==> config.mk <==
export PLATFORM = sky130hd
export DESIGN_NAME = wavetable_loader
export DESIGN_NICKNAME = d
export VERILOG_FILES = /design/src/rtl/wavetable_loader.sv
export SDC_FILE = /design/constraint.sdc
export NUM_CORES = 1
export LEC_CHECK = 0
export CAP_MARGIN = 25
export CORE_UTILIZATION = 56
export CTS_CLUSTER_SIZE = 28
export DETAILED_ROUTE_END_ITERATION = 16
export HOLD_SLACK_MARGIN = 0.12
export PLACE_DENSITY_LB_ADDON = 0.05
export SLEW_MARGIN = 20
export SYNTH_ARGS = -nofsm -noshare
export SYNTH_HDL_FRONTEND = slang
export SYNTH_SLANG_ARGS = --single-unit
==> constraint.sdc <==
create_clock -name clk -period 3.66 [get_ports clk]
set_clock_uncertainty 0.1 [all_clocks]
set_input_delay 0.732 -clock clk [delete_from_list [all_inputs] [get_ports clk]]
set_output_delay 0.732 -clock clk [all_outputs]
set_load 0.02 [all_outputs]
==> src/rtl/wavetable_loader.sv <==
// Byte-stream loader that assembles little-endian 16-bit samples and writes one full
// wavetable into the shared RAM bank. Optional trailing checksum word: define CHECKSUM_EN.
module wavetable_loader #(
    parameter int unsigned ADDR_W = 12,
    parameter int unsigned DATA_W = 16,
    parameter int unsigned TBL_W  = 2
) (
    input  logic                    clk,
    input  logic                    rst_n,
    input  logic                    start,
    input  logic                    abort,
    input  logic [TBL_W-1:0]        table_sel,
    input  logic [7:0]              rx_data,
    input  logic                    rx_valid,
    output logic                    rx_ready,
    output logic                    we,
    output logic [TBL_W+ADDR_W-1:0] waddr,
    output logic [DATA_W-1:0]       wdata,
    output logic                    busy,
    output logic                    done,
    output logic                    error
);

    localparam int unsigned AW    = TBL_W + ADDR_W;
    localparam int unsigned CK_W  = 16;

    typedef enum logic [2:0] {
        S_IDLE,
        S_LO,
        S_HI,
        S_WR,
        S_DONE
`ifdef CHECKSUM_EN
        ,
        S_CK_LO,
        S_CK_HI
`endif
    } state_e;

    state_e              state_q, state_d;
    logic [ADDR_W-1:0]   index_q, index_d;
    logic [TBL_W-1:0]    tbl_q, tbl_d;
    logic [7:0]          lo_q, lo_d;
    logic [AW-1:0]       waddr_q, waddr_d;
    logic [DATA_W-1:0]   wdata_q, wdata_d;
    logic                rx_ready_q, rx_ready_d;
    logic                we_q, we_d;
    logic                busy_q, busy_d;
    logic                done_q, done_d;
    logic                xfer;
    logic                last_idx;

`ifdef CHECKSUM_EN
    logic [CK_W-1:0]     sum_q, sum_d;
    logic [7:0]          ck_lo_q, ck_lo_d;
    logic                error_q, error_d;
`endif

    assign xfer     = rx_valid & rx_ready_q;
    assign last_idx = (index_q == {ADDR_W{1'b1}});

    // Next-state and datapath; abort overrides every transition and holds all registers.
    always_comb begin
        state_d = state_q;
        index_d = index_q;
        tbl_d   = tbl_q;
        lo_d    = lo_q;
        waddr_d = waddr_q;
        wdata_d = wdata_q;
`ifdef CHECKSUM_EN
        sum_d   = sum_q;
        ck_lo_d = ck_lo_q;
        error_d = error_q;
`endif
        if (abort) begin
            state_d = S_IDLE;
        end else begin
            case (state_q)
                S_IDLE: begin
                    if (start) begin
                        tbl_d   = table_sel;
                        index_d = '0;
`ifdef CHECKSUM_EN
                        sum_d   = '0;
                        error_d = 1'b0;
`endif
                        state_d = S_LO;
                    end
                end
                S_LO: begin
                    if (xfer) begin
                        lo_d    = rx_data;
                        state_d = S_HI;
                    end
                end
                S_HI: begin
                    if (xfer) begin
                        waddr_d = {tbl_q, index_q};
                        wdata_d = DATA_W'({rx_data, lo_q});
                        state_d = S_WR;
                    end
                end
                S_WR: begin
`ifdef CHECKSUM_EN
                    sum_d = sum_q + CK_W'(wdata_q);
`endif
                    if (last_idx) begin
`ifdef CHECKSUM_EN
                        state_d = S_CK_LO;
`else
                        state_d = S_DONE;
`endif
                    end else begin
                        index_d = ADDR_W'(index_q + 1'b1);
                        state_d = S_LO;
                    end
                end
`ifdef CHECKSUM_EN
                S_CK_LO: begin
                    if (xfer) begin
                        ck_lo_d = rx_data;
                        state_d = S_CK_HI;
                    end
                end
                S_CK_HI: begin
                    if (xfer) begin
                        error_d = (sum_q != CK_W'({rx_data, ck_lo_q}));
                        state_d = S_DONE;
                    end
                end
`endif
                S_DONE:  state_d = S_IDLE;
                default: state_d = S_IDLE;
            endcase
        end
    end

    // Handshake and status outputs are registered from the state being entered.
    always_comb begin
        rx_ready_d = 1'b0;
        we_d       = 1'b0;
        busy_d     = 1'b0;
        done_d     = 1'b0;
        case (state_d)
            S_LO, S_HI: begin
                rx_ready_d = 1'b1;
                busy_d     = 1'b1;
            end
            S_WR: begin
                we_d   = 1'b1;
                busy_d = 1'b1;
            end
`ifdef CHECKSUM_EN
            S_CK_LO, S_CK_HI: begin
                rx_ready_d = 1'b1;
                busy_d     = 1'b1;
            end
`endif
            S_DONE:  done_d = 1'b1;
            default: ;
        endcase
    end

    always_ff @(posedge clk or negedge rst_n) begin
        if (!rst_n) begin
            state_q    <= S_IDLE;
            index_q    <= '0;
            tbl_q      <= '0;
            lo_q       <= '0;
            waddr_q    <= '0;
            wdata_q    <= '0;
            rx_ready_q <= 1'b0;
            we_q       <= 1'b0;
            busy_q     <= 1'b0;
            done_q     <= 1'b0;
        end else begin
            state_q    <= state_d;
            index_q    <= index_d;
            tbl_q      <= tbl_d;
            lo_q       <= lo_d;
            waddr_q    <= waddr_d;
            wdata_q    <= wdata_d;
            rx_ready_q <= rx_ready_d;
            we_q       <= we_d;
            busy_q     <= busy_d;
            done_q     <= done_d;
        end
    end

`ifdef CHECKSUM_EN
    always_ff @(posedge clk or negedge rst_n) begin
        if (!rst_n) begin
            sum_q   <= '0;
            ck_lo_q <= '0;
            error_q <= 1'b0;
        end else begin
            sum_q   <= sum_d;
            ck_lo_q <= ck_lo_d;
            error_q <= error_d;
        end
    end

    assign error = error_q;
`else
    assign error = 1'b0;
`endif

    // The RAM samples we at the edge closing WR, so an abort in that cycle must drop it.
    assign we       = we_q & ~abort;
    assign rx_ready = rx_ready_q;
    assign waddr    = waddr_q;
    assign wdata    = wdata_q;
    assign busy     = busy_q;
    assign done     = done_q;

endmodule

After elaboration in Yosys (flattened, before gate mapping) --
Index checks and enable logic that the tools add are counted.
Storage, ports and cells: flip-flop bits (word level) 59, bits of input ports 15, word-level logic and storage cells 45, output and inout bits 35
Operators by class: eq/ne operators 10, bitwise gates (word level) 3, reduce and logical (&&, ||, !) cells 8, add/sub/neg operators 1, mux-type cells 13
Operators with widths (count):
- $mux 12 | 2
- $pmux 12 s2 | 1
- $mux 3 | 5
- $add 12x1->12 const B | 1
- $eq 12x12->1 const B | 1
- $eq 3x2->1 const B | 4
- $pmux 3 s4 | 1
- $reduce_and 3->1 | 3
- $eq 3x1->1 const B | 2
- $mux 1 | 4
- $ne 2x2->1 const B | 2
- $reduce_and 4->1 | 1
- $eq 3x3->1 const B | 1
- $logic_not 3->1 | 1
- $reduce_or 3->1 | 1
- $and 1x1->1 | 2
- $reduce_bool 2->1 | 1
- $reduce_or 2->1 | 1
- $not 1->1 | 1

Logic depth before layout (Yosys ltp) --
depth in word-level cells 7, gate-level depth with buffers 7, mapped depth without buffers 5

Worst setup path before layout --
OpenSTA, ideal clock, no wires.
path type input port to flip-flop, start point input port abort, end point register tbl_q[0], stages on the path 5, data required time 3435 ps, path slack 1650 ps, data arrival time 1785 ps, setup time 125 ps, path buffers 2, cells stage by stage or2_1 -> buf_6 -> or2_4 -> buf_6 -> mux2_4
Between the ends: cells in the longest elaborated chain, start to end 2
RTL lines:
- start, declared | RTL line 11 | input logic abort,
- $not 1->1 (no line)
- $reduce_and 3->1 (no line)
- end signal, assigned | RTL line 179 | tbl_q <= tbl_d;
- end, declared | RTL line 42 | logic [TBL_W-1:0] tbl_q, tbl_d;
Every way passes these cells. A chain may end at the register's enable or synchronous reset.

Worst setup path after layout --
start point input port abort, end point output port we
Between the ends: cells in the longest elaborated chain, start to end 2
RTL lines:
- $not 1->1 (no line)
- $and 1x1->1 | RTL line 209 | assign we = we_q & ~abort;
- end, declared | RTL line 16 | output logic we,
Every way passes these cells.

==> metrics.cfg <==
[worst_setup_path]
slowest_delay_ps=610
cp-end-kind=output pin
start_kind=primary input
crit_type=primary input to output pin
required_ps=2830
cp.arrival_ps=1890
path_delay_family=buffers and inverters
cp_num_buf_inv=2
cpMostUsedCell=clkdlybuf4s50_1
critPathSlowestCell=clkdlybuf4s50_1
crit_chain=clkdlybuf4s50_1 -> nor2b_1 -> clkdlybuf4s50_1
path_max_fanout=3

[layout]
drive_above_1_share_pct=27.6
nNetsFinal=266
synthToLayoutAreaGrowth_pct=24.9
antennaDiodeCount=0

[route]
wl_met2_mm=2.56
totalWireLength_mm=5.17
dr.max_layer_used=met4
wire_per_inst_um=16.9
wl_met1_mm=2.24
antenna_left=0
dr_wl_met3_um=249
routed_via_density=5.74
routed-via-count=1757
drt_first_pass_iters=10
drc=4
drt_iter0_markers=103

[cts]
cts_hold_buffers=0
path_clk_slew_ps=60
clk_latency_ps=330
cts_tree=yes
clock_sinks=59
root_buffer=clkbuf_8
cts_resized=0
htree_levels=3
postCtsSetupRepairBufs=0
cts_buffer_depth=2
numCtsBuffers=9

[synthesis]
synth_edf_count=0
syn-num-nets=214
synth_top_flop_cell=dfrtp_1
yosysUniqueCellTypes=42
ys_ff_latch=59
synth_area_per_cell_um2=13.5
synth_area_um2=2660
ys_seq_area_share_pct=55.4
netlist_instances=198
ys_warn_count=0
synth-async-reset-ratio_pct=100

[place]
detailedPlacementHpwl_mm=3.66
portBuffers=48
place_congestion=0.838

[die]
core_area_um2=4470
die_area_um2=5040
die_w_um=71.0
pin_count=50
rows=24
die_h_um=71.0
initial_core_util_pct=59.5

[global_routing]
track_usage_pct=23.2
grt_max_degree=34
grt-ovfl-total=0
grt_pass1_vias=1819
grt_pass1_wl_mm=8.71
antenna_found_initial=0

[run]
drv_cap=0

[timing]
min_period_over_period_pct=74.5
slew-limit-headroom_pct=49.5
finalSetupViolations=0
finalHoldViolations=0
tns_ps=0
rsz0062_at_grt=false
report.final.slew_viol_count=0
fmaxAchievable_ghz=0.367
tightest_slew_ps=755
holdWs_ps=307
min_period_ps=2730

[pwr]
p_leak_nw=1.51
power.density_nw_per_um2=430
peakVddDrop_v=0.000335

[run_status]
outcome=finished with violations
violations=DRC

[hold_path]
hp-class=primary input to async pin

==> cell families (layout without fill, tap and decap cells) <==
| kind of cell | count (synthesis) | after routing | synth area share [%] |
|---|---|---|---|
| fa+ha+maj | 1 | 1 | 0.470 |
| simple gates | 58 | 58 | 12.9 |
| mux | 50 | 50 | 21.0 |
| compound gates | 20 | 20 | 6.72 |
| other cells | 1 | 1 | 0.141 |
| buf+inv | 9 | 65 | 3.33 |
| flops | 59 | 59 | 55.4 |
==> placed cells by master, fill, tap and decap left out, types with 2 or more instances in the layout <==
cell,n
dfrtp_1,59
clkdlybuf4s50_1,47
mux2_2,38
nand2_1,21
clkbuf_8,12
or2b_1,10
mux2i_1,9
nand3_1,6
a21oi_1,6
a211oi_1,4
or2_2,2
nor4_1,2
nor2_2,2
nand4_1,2
mux2_4,2
clkinv_2,2
==> cells in the mapped netlist (2+ instances only) <==
library cell	number	share of area, %
a21oi_1	6	1.1
nor4_1	2	0.47
or2_2	2	0.47
nand4_1	2	0.47
nand2_1	21	3.0
mux2i_1	9	3.4
nand3_1	6	1.1
or2b_1	10	2.8
nor2_2	2	0.47
buf_6	4	1.7
dfrtp_1	59	55
a211oi_1	4	1.1
buf_4	4	1.1
mux2_4	2	1.1
mux2_2	38	16
==> power by group <==
part | total (mW) | switching, mW | internal (mW)
Combinational | 0.172 | 0.0802 | 0.0920
Clock | 0.528 | 0.232 | 0.295
Sequential | 0.733 | 0.0288 | 0.704
Total | 1.43 | 0.341 | 1.09
==> worst paths after layout <==
| check | from | to | slack (ps) | depth (start not counted) |
|---|---|---|---|---|
| max | abort | we | 930 | 3 |
| min | rst_n | wdata[3] | 310 | 1 |
| max reg2reg | index_q[0] | index_q[11] | 1550 | 5 |
| min reg2reg | waddr[3] | waddr[3] | 400 | 1 |
| max in group asynchronous | rst_n | index_q[10] | 2310 | 2 |
| min in group clk | waddr[3] | waddr[3] | 400 | 1 |
==> flip-flops by register name, summed over array words and instances (netlist names) <==
signal	count
waddr	14
index_q	12
wdata	16
tbl_q	2
busy	1
we_q	1
lo_q	8
state_q	3
done	1
rx_ready	1
==> area by class of cell <==
type	count	area [um2]
Clock buffer	13	169
Clock inverter	2	10.0
Fill cell	285	1150
Multi-Input combinational cell	130	1100
Sequential cell	59	1480
Tap cell	52	65.1
Timing Repair Buffer	50	503
==> metrics by stage <==
stage / power [mW] / setup WS [ps] / util (%) / cell area [um2] / std cells
final: 1.43 / 934 / 74.4 / 3330 / 306
after global routing: 1.49 / 896 / 74.4 / 3330 / 306
after detailed placement: 0.918 / 721 / 70.4 / 3150 / 291
after global placement: 0.903 / 790 / 70.4 / 3150 / 291
after CTS: 1.45 / 936 / 74.4 / 3330 / 306
after floorplan: 0.838 / 1650 / - / 2660 / 198
==> layer usage <==
metal | up-vias | global-route usage [%]
met5 | - | 0
met3 | 12 | 6.98
met2 | 53 | 38.6
met4 | 0 | 11.6
li1 | 807 | -
met1 | 885 | 27.6
No activity file was read; power rests on OpenSTA's default activity.
